**config.mk**
```make
export PLATFORM = sky130hd
export DESIGN_NAME = pipeline_hazard_sequencer
export DESIGN_NICKNAME = d
export VERILOG_FILES = /design/src/rtl/hazard_seq_pkg.sv /design/src/rtl/hazard_perf_counter.sv /design/src/rtl/pipeline_hazard_sequencer.sv
export SDC_FILE = /design/constraint.sdc
export NUM_CORES = 1
export LEC_CHECK = 0
export ABC_AREA = 1
export CAP_MARGIN = 10
export CORE_MARGIN = 1.5
export CORE_UTILIZATION = 25
export CTS_CLUSTER_SIZE = 14
export DETAILED_ROUTE_END_ITERATION = 8
export GPL_TIMING_DRIVEN = 1
export PLACE_DENSITY = 0.54
export SLEW_MARGIN = 20
export SYNTH_ARGS = -nofsm -noshare
export SYNTH_HDL_FRONTEND = slang
export SYNTH_SLANG_ARGS = --single-unit
```
**constraint.sdc**
```tcl
create_clock -name clk -period 2.1 [get_ports clk]
set_input_delay 0.42 -clock clk [delete_from_list [all_inputs] [get_ports clk]]
set_output_delay 0.42 -clock clk [all_outputs]
set_load 0.05 [all_outputs]
```
**src/rtl/hazard_seq_pkg.sv**
```systemverilog
// Shared types and constants for the pipeline hazard sequencer.
// Optional feature macro: HAZARD_PERF_CNT_EN (enables stall/flush counters).
package hazard_seq_pkg;

  typedef enum logic [1:0] {
    RUN      = 2'd0,
    STALL    = 2'd1,
    MEM_WAIT = 2'd2
  } hazard_state_t;

  localparam int STATE_W       = 2;
  localparam int CNT_W_DEFAULT = 32;
  localparam int STALL_CTR_W   = 4;
  localparam int WAIT_CTR_W    = 16;

endpackage

```
**src/rtl/hazard_perf_counter.sv**
```systemverilog
// Free-running wrap-around event counter with synchronous clear.
// Only compiled when HAZARD_PERF_CNT_EN is defined, so the default build
// carries no counter logic at all.
`ifdef HAZARD_PERF_CNT_EN
module hazard_perf_counter #(
  parameter int W = 32
) (
  input  logic         clk,
  input  logic         reset,
  input  logic         en,
  output logic [W-1:0] count
);

  // Count one per enabled cycle, wrapping naturally at 2^W
  always_ff @(posedge clk) begin
    if (reset) begin
      count <= '0;
    end else if (en) begin
      count <= count + W'(1);
    end
  end

endmodule
`endif

```
**src/rtl/pipeline_hazard_sequencer.sv**
```systemverilog
// Stall/flush sequencer for the 5-stage pipeline: load-use bubbles,
// jump/bne/jr redirects and data-memory wait freezes.
// Optional feature macro: HAZARD_PERF_CNT_EN (stall_cnt/flush_cnt counters;
// when undefined both ports are tied to zero).
module pipeline_hazard_sequencer
  import hazard_seq_pkg::*;
#(
  parameter int LOAD_STALL_CYCLES = 1,
  parameter int WAIT_TIMEOUT      = 255,
  parameter int CNT_W             = CNT_W_DEFAULT
) (
  input  logic               clk,
  input  logic               reset,
  input  logic               jump,
  input  logic               bne,
  input  logic               jr,
  input  logic               id_ex_memread,
  input  logic [4:0]         id_ex_rt,
  input  logic [4:0]         if_id_rs,
  input  logic [4:0]         if_id_rt,
  input  logic               mem_busy,
  output logic               pc_write,
  output logic               if_id_write,
  output logic               pipe_hold,
  output logic               if_flush,
  output logic               id_flush,
  output logic [STATE_W-1:0] state_o,
  output logic               err_timeout,
  output logic [CNT_W-1:0]   stall_cnt,
  output logic [CNT_W-1:0]   flush_cnt
);

  localparam logic [STALL_CTR_W-1:0] STALL_RELOAD = STALL_CTR_W'(LOAD_STALL_CYCLES - 1);
  localparam logic [WAIT_CTR_W-1:0]  TIMEOUT_VAL  = WAIT_CTR_W'(WAIT_TIMEOUT);

  hazard_state_t          state;
  hazard_state_t          state_next;
  logic [STALL_CTR_W-1:0] stall_ctr;
  logic [STALL_CTR_W-1:0] stall_ctr_next;
  logic [WAIT_CTR_W-1:0]  wait_ctr;
  logic                   hazard;
  logic                   redirect;
  logic                   resume_stall;

  assign hazard = id_ex_memread && (id_ex_rt != 5'd0) &&
                  ((id_ex_rt == if_id_rs) || (id_ex_rt == if_id_rt));
  assign redirect = jump | bne | jr;

  // A pending bubble count survives a memory wait; the cycle memory becomes
  // ready is treated as the resumed state so no extra dead cycle is added.
  assign resume_stall = (state == STALL) ||
                        ((state == MEM_WAIT) && (stall_ctr != '0));

  assign state_o = state;

  // Next-state and control outputs; memory wait beats load-use beats redirect
  always_comb begin
    state_next     = state;
    stall_ctr_next = stall_ctr;
    pc_write       = 1'b1;
    if_id_write    = 1'b1;
    pipe_hold      = 1'b0;
    if_flush       = 1'b0;
    id_flush       = 1'b0;

    if (mem_busy) begin
      pc_write    = 1'b0;
      if_id_write = 1'b0;
      pipe_hold   = 1'b1;
      state_next  = MEM_WAIT;
    end else if (resume_stall) begin
      pc_write    = 1'b0;
      if_id_write = 1'b0;
      id_flush    = 1'b1;
      if (stall_ctr <= STALL_CTR_W'(1)) begin
        state_next     = RUN;
        stall_ctr_next = '0;
      end else begin
        state_next     = STALL;
        stall_ctr_next = stall_ctr - STALL_CTR_W'(1);
      end
    end else if (hazard) begin
      pc_write       = 1'b0;
      if_id_write    = 1'b0;
      id_flush       = 1'b1;
      stall_ctr_next = STALL_RELOAD;
      state_next     = (LOAD_STALL_CYCLES == 1) ? RUN : STALL;
    end else if (redirect) begin
      if_flush   = 1'b1;
      id_flush   = bne | jr;
      state_next = RUN;
    end else begin
      state_next = RUN;
    end

    if (reset) begin
      pc_write    = 1'b0;
      if_id_write = 1'b0;
      pipe_hold   = 1'b0;
      if_flush    = 1'b1;
      id_flush    = 1'b1;
    end
  end

  // State, bubble counter and memory-wait watchdog registers
  always_ff @(posedge clk) begin
    if (reset) begin
      state       <= RUN;
      stall_ctr   <= '0;
      wait_ctr    <= '0;
      err_timeout <= 1'b0;
    end else begin
      state     <= state_next;
      stall_ctr <= stall_ctr_next;
      if (mem_busy) begin
        if (state != MEM_WAIT) begin
          wait_ctr <= WAIT_CTR_W'(1);
        end else begin
          if (wait_ctr == TIMEOUT_VAL) begin
            err_timeout <= 1'b1;
          end
          if (wait_ctr != '1) begin
            wait_ctr <= wait_ctr + WAIT_CTR_W'(1);
          end
        end
      end else begin
        wait_ctr <= '0;
      end
    end
  end

`ifdef HAZARD_PERF_CNT_EN
  // A bubble is an ID flush without a fetch flush; redirects always flush IF
  hazard_perf_counter #(.W(CNT_W)) u_stall_counter (
    .clk   (clk),
    .reset (reset),
    .en    (id_flush & ~if_flush),
    .count (stall_cnt)
  );

  hazard_perf_counter #(.W(CNT_W)) u_flush_counter (
    .clk   (clk),
    .reset (reset),
    .en    (if_flush & ~reset),
    .count (flush_cnt)
  );
`else
  assign stall_cnt = '0;
  assign flush_cnt = '0;
`endif

endmodule

```
==> flow_summary.ini, run 1 <==
[detailed_routing]
drt_iter0_drc = 53
wire_per_inst_um = 8.64
ant_nets = 0
drc = 0
vias = 1648
first_pass_iters = 4
viasPerCell = 3.75
drt-total-wl_um = 3800

[synthesis]
async_flop_share_pct = 0
yosysSeqAreaShare_pct = 23.0
ys_ff_latch = 23
netlist.area_leader.share_pct = 24.4
synth_top_cell_by_area = buf_4
synth.distinct_cells = 33
syn_area_per_cell_um2 = 6.83
synth_edf_count = 0
syn_inst = 293
ys.flop_type = dfxtp_1
yosysWarnings = 0
syn_area_um2 = 2000
ys_top_cells_by_area = buf_4 24%, dfxtp_1 23%, nand2_1 10%

[setup_path]
required_ns = 1.68
crit_arrival_ns = 1.59
crit_slowest_cell = dfxtp_2
startpoint = stall_ctr[0]
cp-end-kind = output pin
reg2reg_depth = 10
cp-start-kind = flip-flop
critPathMaxStageDelay_ns = 0.33
crit_end = pc_write
ff2ff_setup_slack_ns = 0.45
path_class = reg2out
crit_path_cell_trace = inv_2, ha_2, a21oi_2, a21oi_4, nand3_4, nor2_4, buf_12
r2r_start = stall_ctr[0]
reg2reg_to = stall_ctr[0]
cp_max_fo = 4

[placement]
pre_cts_slack_ns = -0.197
dp.cells = 429
portBuffers = 29
gp_congestion = 0.853
postPlaceCellArea_um2 = 2300
dp.final_hpwl_um = 3000

[die]
num_rows = 32
die_w_um = 92.5
initial_utilization_pct = 25.9
die_y_um = 92.5
core_area_um2 = 7730
pin_count = 94
dieArea_um2 = 8550

[timing]
finalSetupTns_ns = 0
fin_worst_skew_ns = 0.00371
slew_headroom_pct = 65.6
setup_ws_ns = 0.0851
period_share_pct = 95.9
clock.fmax_ghz = 0.496
post-route-min-period_ns = 2.01
setup_violations = 0
worstMarginPinSlew_ns = 0.514
maxSlewViolCount = 0
hold_viol_final = 0
hold_slack_ns = 0.470

[power_and_ir_drop]
internal_power_mw = 0.658
switching_power_mw = 0.495
power_density_nw_per_um2 = 477
p_sw_share_pct = 42.9
p_leak_nw = 1.25
total_power_mw = 1.15
combPwrFrac_pct = 37.1
power_frac_clock_pct = 24.6
vdd_ir_drop_max_uv = 197
pwr-share-seq_pct = 38.3

[cells_and_area]
nets = 364
area_growth_pct = 20.8
instances_no_fill = 439
design_area_um2 = 2420
antenna_cells = 0
post-route-util_pct = 31.3
drive_gt1_share_pct = 20.8

[cts]
cts_tree = yes
clk_pin_slew_ns = 0.08
cts_buffers = 3
insertion_delay_ns = 0.27
hold_buffers = 0
clock-sinks = 23
htreeDepth = 1
cts_buffer_depth = 2
clk_root_buffer_cell = clkbuf_8

[global_routing]
grt_busiest_layer = met2
use_met1_pct = 11.1
gr-usage-met3_pct = 1.97
track_usage_pct = 8.60
grt_max_degree = 14
antenna_found_initial = 0
grt_pass1_vias = 1361
grt_pass1_wl_um = 6040
overflow = 0
met2_usage_pct = 14.5

[min_path]
hold_class = reg2reg

[job]
cap_viol_max_count = 0

[status]
status = completed
-- power by group through the flow --
stage	clock (mW)	combinational, mW	sequential, mW
detailed placement	0	0.423	0.451
finish	0.284	0.428	0.441
global route	0.319	0.452	0.442
floorplan	0	0.421	0.455
CTS	0.302	0.422	0.441
global placement	0	0.424	0.452
-- synthesized netlist by cell type, types with 3 or more instances --
| master | number |
|---|---|
| buf_4 | 65 |
| nand2_1 | 55 |
| inv_1 | 40 |
| dfxtp_1 | 23 |
| nor2_1 | 20 |
| nand3_1 | 15 |
| a21oi_1 | 8 |
| nor3_1 | 8 |
| o21ai_0 | 8 |
| xnor2_1 | 7 |
| a31oi_1 | 4 |
| ha_1 | 4 |
| nand4_1 | 4 |
| inv_2 | 3 |
| nor2_2 | 3 |
| xor2_1 | 3 |
-- sequential cells by signal, indices dropped and copies added (netlist names) --
name and count:
err_timeout 1, state_o 2, stall_ctr 4, wait_ctr 16
-- metal layers --
metal / part of all wire [%] / up-vias
met5: 0 / -
met4: 0 / 0
met3: 5.2 / 0
met2: 49 / 51
met1: 46 / 725
li1: - / 872
-- how the worst min path moves through the flow --
stage / startpoint / end / slack (ns) / cells past startpoint
detailed placement: err_timeout / err_timeout / 0.46 / 2
global route: err_timeout / err_timeout / 0.49 / 2
global placement: err_timeout / err_timeout / 0.44 / 2
CTS: err_timeout / err_timeout / 0.48 / 2
finish: err_timeout / err_timeout / 0.47 / 2
floorplan: stall_ctr[3] / stall_ctr[3] / 0.46 / 2
-- cells in the final DEF (no fill, tap or decap), drive strengths merged, types with 4 or more instances in the layout --
cell type and count:
dlygate4sd2 8, nor3 9, dfxtp 23, nand3 17
inv 44, xnor2 7, a31oi 4, clkbuf 7
a21oi 9, ha 4, nand4 5, conb 64
clkdlybuf4s50 9, nand2 57, nor2 26, buf 20
o21ai 11
-- layout make-up --
cell class	instances	area, um^2
fill	854	5310
clock buffer	3	41.3
inverter	44	168
sequential	23	465
tap	102	128
multi-input combinational	222	1180
timing repair buffer	44	428
clock inverter	1	5.00
-- cell families (layout without fill, tap and decap cells) --
group | count (synthesis) | in the layout | synth area share [%]
and+or+nand+nor | 119 | 119 | 29.8
buffers and inverters | 111 | 92 | 33.1
AOI/OAI and AO/OA | 25 | 25 | 7.00
DFF | 23 | 23 | 23.0
xor gates and xnor gates | 10 | 10 | 4.38
adders and majority gates | 4 | 4 | 2.50
other | 1 | 64 | 0.187
-- critical path, delay by kind of cell, from the launching register on --
| family | cells | cell delay [ns] |
|---|---|---|
| AO/OA/AOI/OAI | 2 | 0.26 |
| adder cells (fa/ha/maj) | 1 | 0.18 |
| buffers and inverters | 2 | 0.24 |
| flip-flops | 1 | 0.33 |
| AND/OR/NAND/NOR | 2 | 0.31 |
-- what timing repair did --
action / CTS / global route
setup endpoints to repair: 4 / 4
setup buffers: 2 / 4
pin swaps: 10 / 9
resized for setup: 20 / 24
No activity file was read; power rests on OpenSTA's default activity.
==> inputs of run 2 (changes only) <==
--- a/config.mk
+++ b/config.mk
@@ -6,6 +6,7 @@
 export NUM_CORES = 1
 export LEC_CHECK = 0
 export ABC_AREA = 1
+export ABC_CLOCK_PERIOD_IN_PS = 2100
 export CAP_MARGIN = 10
 export CORE_MARGIN = 1.5
 export CORE_UTILIZATION = 25
==> results of run 2 <==
No change in the layout: final DEF, timing and power equal those of run 1.
==> inputs of run 3 (changes only) <==
--- a/config.mk
+++ b/config.mk
@@ -14,7 +14,7 @@
 export DETAILED_ROUTE_END_ITERATION = 8
 export GPL_TIMING_DRIVEN = 1
 export PLACE_DENSITY = 0.54
-export SLEW_MARGIN = 20
+export SLEW_MARGIN = 5
 export SYNTH_ARGS = -nofsm -noshare
 export SYNTH_HDL_FRONTEND = slang
 export SYNTH_SLANG_ARGS = --single-unit
==> results of run 3 <==
No change in the layout: final DEF, timing and power equal those of run 1.
